`src/rtl/adt7420_poller.sv`:
```
// ADT7420 temperature poller: configures the sensor for 16-bit mode, then
// issues periodic 2-byte reads through i2c_master with retry/backoff handling.
//
// state     | meaning
// IDLE      | disabled, waiting for i_enable
// CFG_REQ   | waiting for master idle, then issue config write
// CFG_START | config issued, waiting for i_busy (with timeout)
// CFG_RUN   | config write in flight
// CFG_CHECK | evaluate config result
// RD_REQ    | waiting for master idle, then issue temperature read
// RD_START  | read issued, waiting for i_busy (with timeout)
// RD_RUN    | read in flight, collecting bytes
// RD_CHECK  | evaluate read result, publish reading
// BACKOFF   | pause before retrying the failed transaction
// WAIT      | waiting for the next poll period
module adt7420_poller #(
  parameter logic [6:0] I2C_ADDR         = 7'h4B,
  parameter logic [7:0] CFG_VALUE        = 8'h80,
  parameter int         POLL_PERIOD_CYC  = 25_000_000,
  parameter int         BUSY_TIMEOUT_CYC = 16,
  parameter int         MAX_RETRY        = 3,
  parameter int         BACKOFF_CYC      = 1000
) (
  input  logic        i_clk,
  input  logic        reset_n,
  input  logic        i_enable,
  output logic [7:0]  o_addr_w_rw,
  output logic [15:0] o_sub_addr,
  output logic        o_sub_len,
  output logic [23:0] o_byte_len,
  output logic [7:0]  o_data_write,
  output logic        o_req_trans,
  input  logic [7:0]  i_data_out,
  input  logic        i_valid_out,
  input  logic        i_req_data_chunk,
  input  logic        i_busy,
  input  logic        i_nack,
  output logic [15:0] o_temp_raw,
  output logic [8:0]  o_temp_int,
  output logic        o_temp_valid,
  output logic        o_cfg_done,
  output logic        o_error
);

  localparam int TMR_MAX = (BACKOFF_CYC > BUSY_TIMEOUT_CYC) ? BACKOFF_CYC : BUSY_TIMEOUT_CYC;
  localparam int TW = $clog2(TMR_MAX + 1);
  localparam int PW = $clog2(POLL_PERIOD_CYC + 1);
  localparam int RW = $clog2(MAX_RETRY + 1);

  typedef enum logic [3:0] {
    IDLE, CFG_REQ, CFG_START, CFG_RUN, CFG_CHECK,
    RD_REQ, RD_START, RD_RUN, RD_CHECK, BACKOFF, WAIT
  } state_t;

  state_t         state;
  logic [TW-1:0]  tmr;
  logic [PW-1:0]  poll_cnt;
  logic [RW-1:0]  retry;
  logic [RW-1:0]  retry_nxt;
  logic           is_rd;
  logic           fail;
  logic [1:0]     rx_cnt;
  logic [7:0]     rx_msb;
  logic [7:0]     rx_lsb;
  logic [7:0]     chunk_cnt_unused;
  logic           txn_ok;

  always_comb begin
    retry_nxt = retry + 1'b1;
    txn_ok    = !fail && (!is_rd || rx_cnt == 2'd2);
  end

  assign o_sub_len = 1'b0;

  always_ff @(posedge i_clk or negedge reset_n) begin
    if (!reset_n) begin
      state            <= IDLE;
      tmr              <= '0;
      poll_cnt         <= '0;
      retry            <= '0;
      is_rd            <= 1'b0;
      fail             <= 1'b0;
      rx_cnt           <= '0;
      rx_msb           <= '0;
      rx_lsb           <= '0;
      chunk_cnt_unused <= '0;
      o_addr_w_rw      <= {I2C_ADDR, 1'b0};
      o_sub_addr       <= '0;
      o_byte_len       <= '0;
      o_data_write     <= '0;
      o_req_trans      <= 1'b0;
      o_temp_raw       <= '0;
      o_temp_int       <= '0;
      o_temp_valid     <= 1'b0;
      o_cfg_done       <= 1'b0;
      o_error          <= 1'b0;
    end else begin
      o_req_trans  <= 1'b0;
      o_temp_valid <= 1'b0;
      // poll counter parks at zero, which also remembers an expired period
      if (poll_cnt != '0) poll_cnt <= poll_cnt - 1'b1;
      if (i_req_data_chunk) chunk_cnt_unused <= chunk_cnt_unused + 1'b1;

      case (state)
        IDLE: begin
          o_cfg_done <= 1'b0;
          retry      <= '0;
          if (i_enable) state <= CFG_REQ;
        end

        CFG_REQ, RD_REQ: begin
          if (!i_enable) begin
            state <= IDLE;
          end else if (!i_busy) begin
            o_req_trans      <= 1'b1;
            fail             <= 1'b0;
            rx_cnt           <= '0;
            chunk_cnt_unused <= '0;
            tmr              <= TW'(BUSY_TIMEOUT_CYC - 1);
            if (state == RD_REQ) begin
              o_addr_w_rw  <= {I2C_ADDR, 1'b1};
              o_sub_addr   <= 16'h0000;
              o_byte_len   <= 24'd2;
              o_data_write <= 8'h00;
              is_rd        <= 1'b1;
              state        <= RD_START;
              // only a first attempt restarts the poll period
              if (retry == '0) poll_cnt <= PW'(POLL_PERIOD_CYC - 2);
            end else begin
              o_addr_w_rw  <= {I2C_ADDR, 1'b0};
              o_sub_addr   <= 16'h0003;
              o_byte_len   <= 24'd1;
              o_data_write <= CFG_VALUE;
              is_rd        <= 1'b0;
              state        <= CFG_START;
            end
          end
        end

        CFG_START, RD_START: begin
          if (i_nack) fail <= 1'b1;
          if (i_busy) begin
            state <= is_rd ? RD_RUN : CFG_RUN;
          end else if (tmr == '0) begin
            fail  <= 1'b1;
            state <= is_rd ? RD_CHECK : CFG_CHECK;
          end else begin
            tmr <= tmr - 1'b1;
          end
        end

        CFG_RUN, RD_RUN: begin
          if (i_nack) fail <= 1'b1;
          if (i_valid_out && is_rd && rx_cnt != 2'd2) begin
            if (rx_cnt == 2'd0) rx_msb <= i_data_out;
            else                rx_lsb <= i_data_out;
            rx_cnt <= rx_cnt + 1'b1;
          end
          if (!i_busy) state <= is_rd ? RD_CHECK : CFG_CHECK;
        end

        CFG_CHECK, RD_CHECK: begin
          if (txn_ok) begin
            o_error <= 1'b0;
            retry   <= '0;
            if (is_rd) begin
              o_temp_raw   <= {rx_msb, rx_lsb};
              o_temp_int   <= {rx_msb, rx_lsb[7]};
              o_temp_valid <= 1'b1;
              state        <= WAIT;
            end else begin
              o_cfg_done <= 1'b1;
              state      <= RD_REQ;
            end
          end else if (retry_nxt < RW'(MAX_RETRY)) begin
            retry <= retry_nxt;
            tmr   <= TW'(BACKOFF_CYC - 1);
            state <= BACKOFF;
          end else begin
            o_error <= 1'b1;
            retry   <= '0;
            state   <= is_rd ? WAIT : RD_REQ;
          end
          if (!i_enable) begin
            o_cfg_done <= 1'b0;
            state      <= IDLE;
          end
        end

        BACKOFF: begin
          if (!i_enable)        state <= IDLE;
          else if (tmr == '0)   state <= is_rd ? RD_REQ : CFG_REQ;
          else                  tmr   <= tmr - 1'b1;
        end

        WAIT: begin
          if (!i_enable)             state <= IDLE;
          else if (poll_cnt == '0)   state <= RD_REQ;
        end

        default: state <= IDLE;
      endcase
    end
  end

endmodule

```
`config.mk`:
```
export PLATFORM = sky130hd
export DESIGN_NAME = adt7420_poller
export DESIGN_NICKNAME = d
export VERILOG_FILES = /design/src/rtl/adt7420_poller.sv
export SDC_FILE = /design/constraint.sdc
export NUM_CORES = 1
export LEC_CHECK = 0
export ABC_CLOCK_PERIOD_IN_PS = 2300
export CELL_PAD_IN_SITES_DETAIL_PLACEMENT = 0
export CELL_PAD_IN_SITES_GLOBAL_PLACEMENT = 1
export CORE_ASPECT_RATIO = 1.75
export CORE_MARGIN = 2
export CORE_UTILIZATION = 35
export CTS_BUF_LIST = sky130_fd_sc_hd__clkbuf_16
export CTS_CLUSTER_DIAMETER = 150
export DETAILED_ROUTE_END_ITERATION = 12
export PLACE_DENSITY_LB_ADDON = 0.1
export SYNTH_ARGS = -nofsm -noshare
export SYNTH_HDL_FRONTEND = slang
export SYNTH_SLANG_ARGS = --single-unit
export TNS_END_PERCENT = 5
```
`constraint.sdc`:
```
create_clock -name i_clk -period 2.3 [get_ports i_clk]
set_input_delay 0.46 -clock i_clk [delete_from_list [all_inputs] [get_ports i_clk]]
set_output_delay 0.46 -clock i_clk [all_outputs]
set_load 0.1 [all_outputs]
```
# Word level (Yosys, flattened, before mapping)
# Cells that the tools add are included.
dict set report word_totals {
  out_inout_bits 86
  wordCells 147
  register_bits 146
  inputBits 15
}
dict set report classes {
  magnitude_cmp 1
  eq_ne 28
  n_bitwise 2
  addsub 4
  reduce_logical 30
  muxes 63
}
# operator n
set op_table {}
lappend op_table {{$mux W25} 6}
lappend op_table {{$mux W10} 7}
lappend op_table {{$mux W4} 15}
lappend op_table {{$pmux W10 S4} 1}
lappend op_table {{$pmux W4 S7} 1}
lappend op_table {{$logic_not A25 Y1} 1}
lappend op_table {{$reduce_bool A25 Y1} 1}
lappend op_table {{$sub A25 B1 Y25 const B} 1}
lappend op_table {{$ne A2 B2 Y1 const B} 11}
lappend op_table {{$mux W1} 18}
lappend op_table {{$ne A3 B3 Y1 const B} 6}
lappend op_table {{$reduce_and A3 Y1} 6}
lappend op_table {{$eq A4 B3 Y1 const B} 4}
lappend op_table {{$mux W2} 7}
lappend op_table {{$eq A4 B4 Y1 const B} 3}
lappend op_table {{$logic_not A10 Y1} 1}
lappend op_table {{$sub A10 B1 Y10 const B} 1}
lappend op_table {{$mux W3} 3}
lappend op_table {{$eq A4 B2 Y1 const B} 2}
lappend op_table {{$mux W8} 1}
lappend op_table {{$pmux W2 S2} 2}
lappend op_table {{$reduce_or A2 Y1} 4}
lappend op_table {{$reduce_and A7 Y1} 1}
lappend op_table {{$reduce_and A6 Y1} 1}
lappend op_table {{other kinds (17)} 24}

# Longest topological paths before layout
# Gate-level depths: netlist of run 1.
dict set report depth {
  word_depth 7
  mapped_depth 9
  ltp_nobuf 8
}

# Worst setup path before layout of run 1
# No wires, ideal clock.
dict set report synth_path {
  path_type {register to register}
  from {reg poll_cnt[3]}
  to {reg poll_cnt[21]}
  arrival_time_ns 2.111
  path_stages_with_launch 8
  setup_ns 0.132
  path_slack_ns 0.057
  path_buffers 1
  synth_period_minus_slack_ns 2.243
  required_time_ns 2.168
  cell_sequence {dfrtp_1 > or4_1 > buf_2 > or2_4 > nor3_4 > nand2_2 > o21ai_1 > or3b_1}
}
dict set report synth_between {
  elab_chain_cells 7
  elab_cells_between_ends 8
  cone_classes {add/sub: 1; mux: 6; reduce/logical: 1}
}
# element line_no
set synth_rtl {}
lappend synth_rtl {{start, declared} 57} ;# logic [PW-1:0] poll_cnt;
lappend synth_rtl {{start signal, assigned} 101} ;# if (poll_cnt != '0) poll_cnt <= poll_cnt - 1'b1;
lappend synth_rtl {{start signal, assigned} 128} ;# if (retry == '0) poll_cnt <= PW'(POLL_PERIOD_CYC - 2);
lappend synth_rtl {{$sub A25 B1 Y25 / $reduce_bool A25 Y1 (equally long branches)} 101}
lappend synth_rtl {{$mux W25 (*)} 101}
lappend synth_rtl {{$mux W25} 128}
lappend synth_rtl {{$mux W25} 120} ;# if (state == RD_REQ) begin
lappend synth_rtl {{$mux W25} 114} ;# end else if (!i_busy) begin
lappend synth_rtl {{$mux W25} 112} ;# if (!i_enable) begin
lappend synth_rtl {{$mux W25 (*)} 104} ;# case (state)
# Every way passes the cells marked *; elsewhere a longest branch is shown, timed or not.
# A chain may end at the register's enable or synchronous reset.

# Worst setup path after layout of run 1
dict set report layout_path {
  from {reg poll_cnt[3]}
  to {reg state[1]}
}
dict set report layout_between {
  elab_chain_cells 3
}
# element line_no
set layout_rtl {}
lappend layout_rtl {{$logic_not A25 Y1} 198} ;# else if (poll_cnt == '0) state <= RD_REQ;
lappend layout_rtl {{$ne A3 B3 Y1 (no source line)} --}
lappend layout_rtl {{$reduce_and A6 Y1 (no source line)} --}
lappend layout_rtl {{end signal, assigned} 159} ;# if (!i_busy) state <= is_rd ? RD_CHECK : CFG_CHECK;
lappend layout_rtl {{end signal, assigned} 182} ;# state <= is_rd ? WAIT : RD_REQ;
lappend layout_rtl {{end signal, assigned} 192} ;# else if (tmr == '0) state <= is_rd ? RD_REQ : CFG_REQ;
lappend layout_rtl {{end, declared} 55} ;# state_t state;
# Every way passes these cells.

==> impl_metrics.tcl, run 1 <==
set metrics [dict create \
    clk_latency_ns 0.34 \
    instances_no_fill 756 \
    routabilityCongestion 0.8162 \
    fp.coreArea_sq_mm 0.01287 \
    fin_util 0.4304 \
    p_int_mw 3.648 \
    antenna_found_initial 0 \
    drc 0 \
    n_antenna_cell 0 \
    totalWireLength_mm 11.23 \
    start_util 0.3575 \
    wl_per_cell_um 14.85 \
    port_buffers 48 \
    grt_max_degree 34 \
    postSynthCellCount 506 \
    syn_area_per_cell_sq_um 9.092 \
    ioPinCount 101 \
    dpl.hpwl_mm 8.261 \
    dp_slack_ns 0.006163 \
    final_max_slew_viol_count 0 \
    multi_input_area_sq_mm 0.002133 \
    hold_viol_final 0 \
    power_switching_mw 3.493 \
    p_comb_frac 0.492 \
    worstMarginPinSlew_ns 0.5142 \
    grt-busiest-layer "met2" \
    synthArstFlopShare 1.000 \
    relSlewSlack 0.6551 \
    cp_max_fo 5 \
    r2r_setup_slack_ns 0.11 \
    clockPowerShare 0.202 \
    die_h_um 155.7 \
    min_period_ns 2.190 \
    setup_tns_ns 0 \
    synth_compound_area_frac 0.1077 \
    synth_seq_cells 82 \
    power_density_mw_per_mm2 1289 \
    synth_top_area_frac 0.4460 \
    totalPowerFinal_mw 7.141 \
    drive_gt1_frac 0.2308 \
    grt_use_met2 0.3010 \
    peakVddDrop_mv 0.6386 \
    fmax_ghz 0.4567 \
    yosys.area.top_type "dfrtp_1" \
    grt_util_met1 0.1803 \
    ant_nets 0 \
    critPathRequiredTime_ns 2.53 \
    vias 3622 \
    finish.instance_area_sq_mm 0.005539 \
    muxShareOfSynthArea 0.05330 \
    cts_htree_levels 3 \
    start_kind "flip-flop" \
    dp_cells 739 \
    grt_pass1_vias 3629 \
    first_pass_iters 4 \
    rsz0062_at_grt "false" \
    grt_first_pass_wirelength_mm 18.17 \
    area_growth_pct 20.40 \
    cap_violations 0 \
    path_class "reg2reg" \
    synth_area_leaders "dfrtp_1, buf_4, nand2_1, mux2_2, nor2_1" \
    synth_ff_type "dfrtp_1" \
    nets 600 \
    min_period_over_period 0.9521 \
    drtIter0Drc 152 \
    status "finished, final reports clean" \
    synth_xor_area_frac 0.03427 \
    postCtsSetupRepairBufs 0 \
    synth_cell_types 58 \
    clock_skew_ns 0.005893 \
    seq_area_frac_synth 0.4460 \
    dieArea_sq_mm 0.01411 \
    cts.path.max_buffers 2 \
    cts_tree "built" \
    holdCritPathClass "reg2reg" \
    setup_viol 0 \
    path_clk_slew_ns 0.07 \
    seqCellArea_sq_mm 0.002053 \
    gr-usage-met3 0.01594 \
    crit_arrival_ns 2.42 \
    die_w_um 90.67 \
    cts_buffers 9 \
    synthSimpleGateAreaFrac 0.2102 \
    rows 55 \
    worst_setup_path_end_kind "flip-flop" \
    p_leak_nw 2.606 \
    synth_top_family_by_area "simple AND/OR/NAND/NOR gates" \
    p_seq_frac 0.307 \
    grt.overflow.total 0 \
    clock-sinks 82 \
    power.share.switching 0.4891 \
    synth_area_sq_mm 0.004601 \
    setup_slack_ns 0.1102 \
    timing.hold.ws_ns 0.4596 \
    ys_warn_count 0 \
    root_buffer "clkbuf_16" \
    grt_usage 0.1618 \
    place_area_sq_mm 0.005223 \
    synth-edff-count 0 \
    synth_adder_area_share 0.01360 \
    fillers 1321 \
    via_per_inst 4.791 \
]
[layout make-up]
| class | instances | area share |
|---|---|---|
| multi-input combinational | 376 | 0.3851 |
| timing repair buffer | 96 | 0.1428 |
| tap | 171 | 0.03863 |
| clock buffer | 9 | 0.04066 |
| inverter | 15 | 0.01016 |
| sequential | 82 | 0.3707 |
| clock inverter | 7 | 0.01197 |
[worst paths after layout]
path                             start              to  depth (start not counted)
hold / removal               rx_msb[2]  o_temp_raw[10]                          2
hold reg to reg              rx_msb[2]  o_temp_raw[10]                          2
setup reg to reg           poll_cnt[3]        state[1]                          6
setup / recovery           poll_cnt[3]        state[1]                          6
min in group asynchronous      reset_n    poll_cnt[18]                          2
max in group asynchronous      reset_n         o_error                          3
[Yosys cell counts (all sizes together) (2+ instances only)]
cell and instances:
nor2b 8, o41a 2, nand2b 6, or3 5
buf 70, nor3 18, o21bai 2, nand3 20
xnor2 8, o211ai 2, o22ai 3, clkbuf 12
dfrtp 82, ha 5, or2 4, or4 2
a21oi 18, and3 2, nand4 4, mux2 20
o21a 3, xor2 10, a211o 2, conb 2
o21ai 25, a31oi 5, inv 14, o31ai 3
nor2 35, nand2 85, nor4 6, mux2i 2
nand3b 4
[cell families (layout without fill, tap and decap cells)]
logic type	count (synthesis)	after routing
xor+xnor	18	18
compound gates	78	78
mux	22	22
buf+inv	97	127
fa+ha+maj	5	5
flops	82	82
other cells	2	51
simple gates	202	202
[state kept, by name, summed over array words and instances, names as in the netlist, 2 cells and up]
register    cells
o_byte_len      2
o_temp_raw     15
poll_cnt       25
retry           2
rx_cnt          2
rx_lsb          8
rx_msb          8
state           4
tmr            10
[power groups by stage]
stage	Combinational (mW)	Clock (mW)	Sequential (mW)
2_1_floorplan	2.30	0	2.59
3_3_place_gp	3.46	0	2.20
3_5_place_dp	3.51	0	2.21
4_1_cts	3.52	1.49	2.19
5_1_grt	3.77	1.54	2.25
6_report	3.51	1.44	2.19
[layer usage]
metal	part of all wire	wire, um	vias up
li1	-	-	1765
met1	0.38	4320	1762
met2	0.56	6304	77
met3	0.030	339	18
met4	0.024	264	0
met5	0	0	-
[repair_timing]
| item | in CTS | in global routing |
|---|---|---|
| endpoints found under the hold margin | 12 | 0 |
| pin swaps | 0 | 1 |
| hold buffers | 1 | 0 |
| setup endpoints to repair | 1 | 27 |
| gates resized for setup | 1 | 6 |
[cells in the final DEF (no fill, tap or decap), types with 14 or more instances in the layout]
| cell type | n |
|---|---|
| inv_1 | 14 |
| dfrtp_1 | 81 |
| nor2_1 | 34 |
| o21ai_0 | 23 |
| mux2_2 | 20 |
| nand2_1 | 84 |
| nand3_1 | 20 |
| conb_1 | 51 |
| buf_4 | 80 |
| a21oi_1 | 17 |
| nor3_1 | 17 |
[worst max-delay path, cell delays in order, from the launching register on]
cell,delay [ns]
dfrtp_1,0.37
or4_4,0.59
nor4_4,0.33
nand3_1,0.18
nand4_1,0.20
o221ai_1,0.13
mux2_2,0.27
Power figures use the tool's default switching activity.
==> run 2, diff against run 1 <==
--- a/config.mk
+++ b/config.mk
@@ -12,5 +12,4 @@
 export CORE_MARGIN = 2
 export CORE_UTILIZATION = 35
-export CTS_BUF_LIST = sky130_fd_sc_hd__clkbuf_16
 export CTS_CLUSTER_DIAMETER = 150
 export DETAILED_ROUTE_END_ITERATION = 12
==> constraint.sdc (replaced) <==
create_clock -name i_clk -period 2.3 [get_ports i_clk]
set_input_delay 0.46 -clock i_clk [delete_from_list [all_inputs] [get_ports i_clk]]
set_output_delay 0.46 -clock i_clk [all_outputs]
set_load 0.02 [all_outputs]
==> run 2 against run 1 <==
Compared with the run above:
- utilization grew 0.64 points
- total power shrank 16%
- worst setup slack better by 0.015 ns
- global-route usage down 0.41 points
- die area did not move
- clock power about the same
- final cell count increased by 0.26%
- largest power group unchanged
- worst hold slack better by 0.0074 ns
==> impl_metrics.tcl, run 2 (synthesis gave the netlist of run 1 again) <==
set metrics [dict create \
    hold_viol_final 0 \
    nets 602 \
    setup_tns_ns 0 \
    timing.hold.ws_ns 0.4671 \
    rsz0062_at_grt "false" \
    cts.path.max_buffers 2 \
    cp_max_fo 9 \
    start_util 0.3575 \
    worstMarginPinSlew_ns 0.5262 \
    instances_no_fill 758 \
    setup_slack_ns 0.1249 \
    worst_setup_path_end_kind "flip-flop" \
    largest_reg_flops 25 \
    grt_first_pass_wirelength_mm 17.77 \
    die_w_um 90.67 \
    grt_usage 0.1577 \
    dp_cells 741 \
    dp_slack_ns 0.005143 \
    path_class "reg2reg" \
    dieArea_sq_mm 0.01411 \
    fmax_ghz 0.4598 \
    antenna_found_initial 0 \
    cts_tree "built" \
    grt_pass1_vias 3678 \
    peakVddDrop_mv 0.5168 \
    top_regs "poll_cnt x25, o_temp_raw x15, tmr x10" \
    setup_viol 0 \
    drive_gt1_frac 0.1687 \
    start_kind "flip-flop" \
    p_leak_nw 2.550 \
    clk_latency_ns 0.33 \
    final_common_cell "nand2_1" \
    drc 0 \
    totalPowerFinal_mw 5.989 \
    min_period_ns 2.175 \
    drtIter0Drc 153 \
    routabilityCongestion 0.8104 \
    ioPinCount 101 \
    min_period_over_period 0.9457 \
    via_per_inst 4.781 \
    fp.coreArea_sq_mm 0.01287 \
    clock_skew_ns 0.007276 \
    dpl.hpwl_mm 8.141 \
    grt_max_degree 48 \
    status "finished, final reports clean" \
    crit_arrival_ns 2.39 \
    path_clk_slew_ns 0.07 \
    mostFrequentLayoutCells "nand2_1, dfrtp_1, conb_1" \
    die_h_um 155.7 \
    final_max_slew_viol_count 0 \
    totalWireLength_mm 10.84 \
    ant_nets 0 \
    power_density_mw_per_mm2 1065 \
    clock-sinks 82 \
    port_buffers 48 \
    first_pass_iters 4 \
    wl_per_cell_um 14.30 \
    n_antenna_cell 0 \
    cts_htree_levels 3 \
    grt.overflow.total 0 \
    vias 3624 \
    critPathRequiredTime_ns 2.52 \
    max_flop_register "poll_cnt" \
    root_buffer "clkbuf_16" \
    rows 55 \
    relSlewSlack 0.6401 \
    area_growth_pct 22.19 \
    cap_violations 0 \
    holdCritPathClass "reg2reg" \
    cts_buffers 9 \
]
run 2: critical path, stage by stage, from the launching register on:
cell and delay [ns]:
dfrtp_1 0.53, buf_4 0.19, nand2b_1 0.07, o22ai_1 0.25, o21ai_0 0.19, nor3_1 0.28
or2_2 0.22, mux2_2 0.33
run 2: timing repair:
action | 4_1_cts | 5_1_grt
hold buffers | 1 | 0
hold endpoints to repair | 12 | 0
setup buffers | 0 | 0
pin swaps | 0 | 1
resized for setup | 2 | 2
setup endpoints to repair | 2 | 5
run 2: worst paths after layout:
check,slack [ns],startpoint,endpoint,cells past startpoint
worst min-delay path,0.47,rx_lsb[4],o_temp_raw[4],2
worst min register to register,0.47,rx_lsb[4],o_temp_raw[4],2
worst max register to register,0.12,state[3],state[0],7
worst max-delay path,0.12,state[3],state[0],7
max in group asynchronous,1.19,reset_n,rx_cnt[0],3
min in group asynchronous,0.53,reset_n,poll_cnt[19],2
run 2: routing by layer:
| metal | track usage | vias to the layer above | part of all wire |
|---|---|---|---|
| met5 | 0 | - | 0 |
| met4 | 0.06300 | 0 | 0.023 |
| met3 | 0.02319 | 15 | 0.031 |
| met2 | 0.3070 | 76 | 0.56 |
| met1 | 0.1673 | 1771 | 0.39 |
| li1 | - | 1762 | - |
run 2: report_power, final:
| group | internal, mW | total [mW] | switching (mW) |
|---|---|---|---|
| combinational | 1.09 | 2.41 | 1.32 |
| clock | 0.762 | 1.41 | 0.645 |
| sequential | 1.83 | 2.17 | 0.339 |
| total | 3.69 | 5.99 | 2.30 |
run 2: final cells by class:
cell class / instances / area, sq um
clock buffers: 9 / 225.2
clock inverters: 7 / 66.31
fillers: 1316 / 7247
inverters: 15 / 56.30
multi-input cells: 376 / 2127
flip-flops and latches: 82 / 2052
well taps: 171 / 214.0
repair buffers: 98 / 880.8
run 2: stage by stage:
stage | instance area (sq um) | util
2_1_floorplan | 4785 | -
3_3_place_gp | 5313 | 0.4128
3_5_place_dp | 5313 | 0.4128
4_1_cts | 5618 | 0.4366
5_1_grt | 5622 | 0.4369
6_report | 5622 | 0.4369
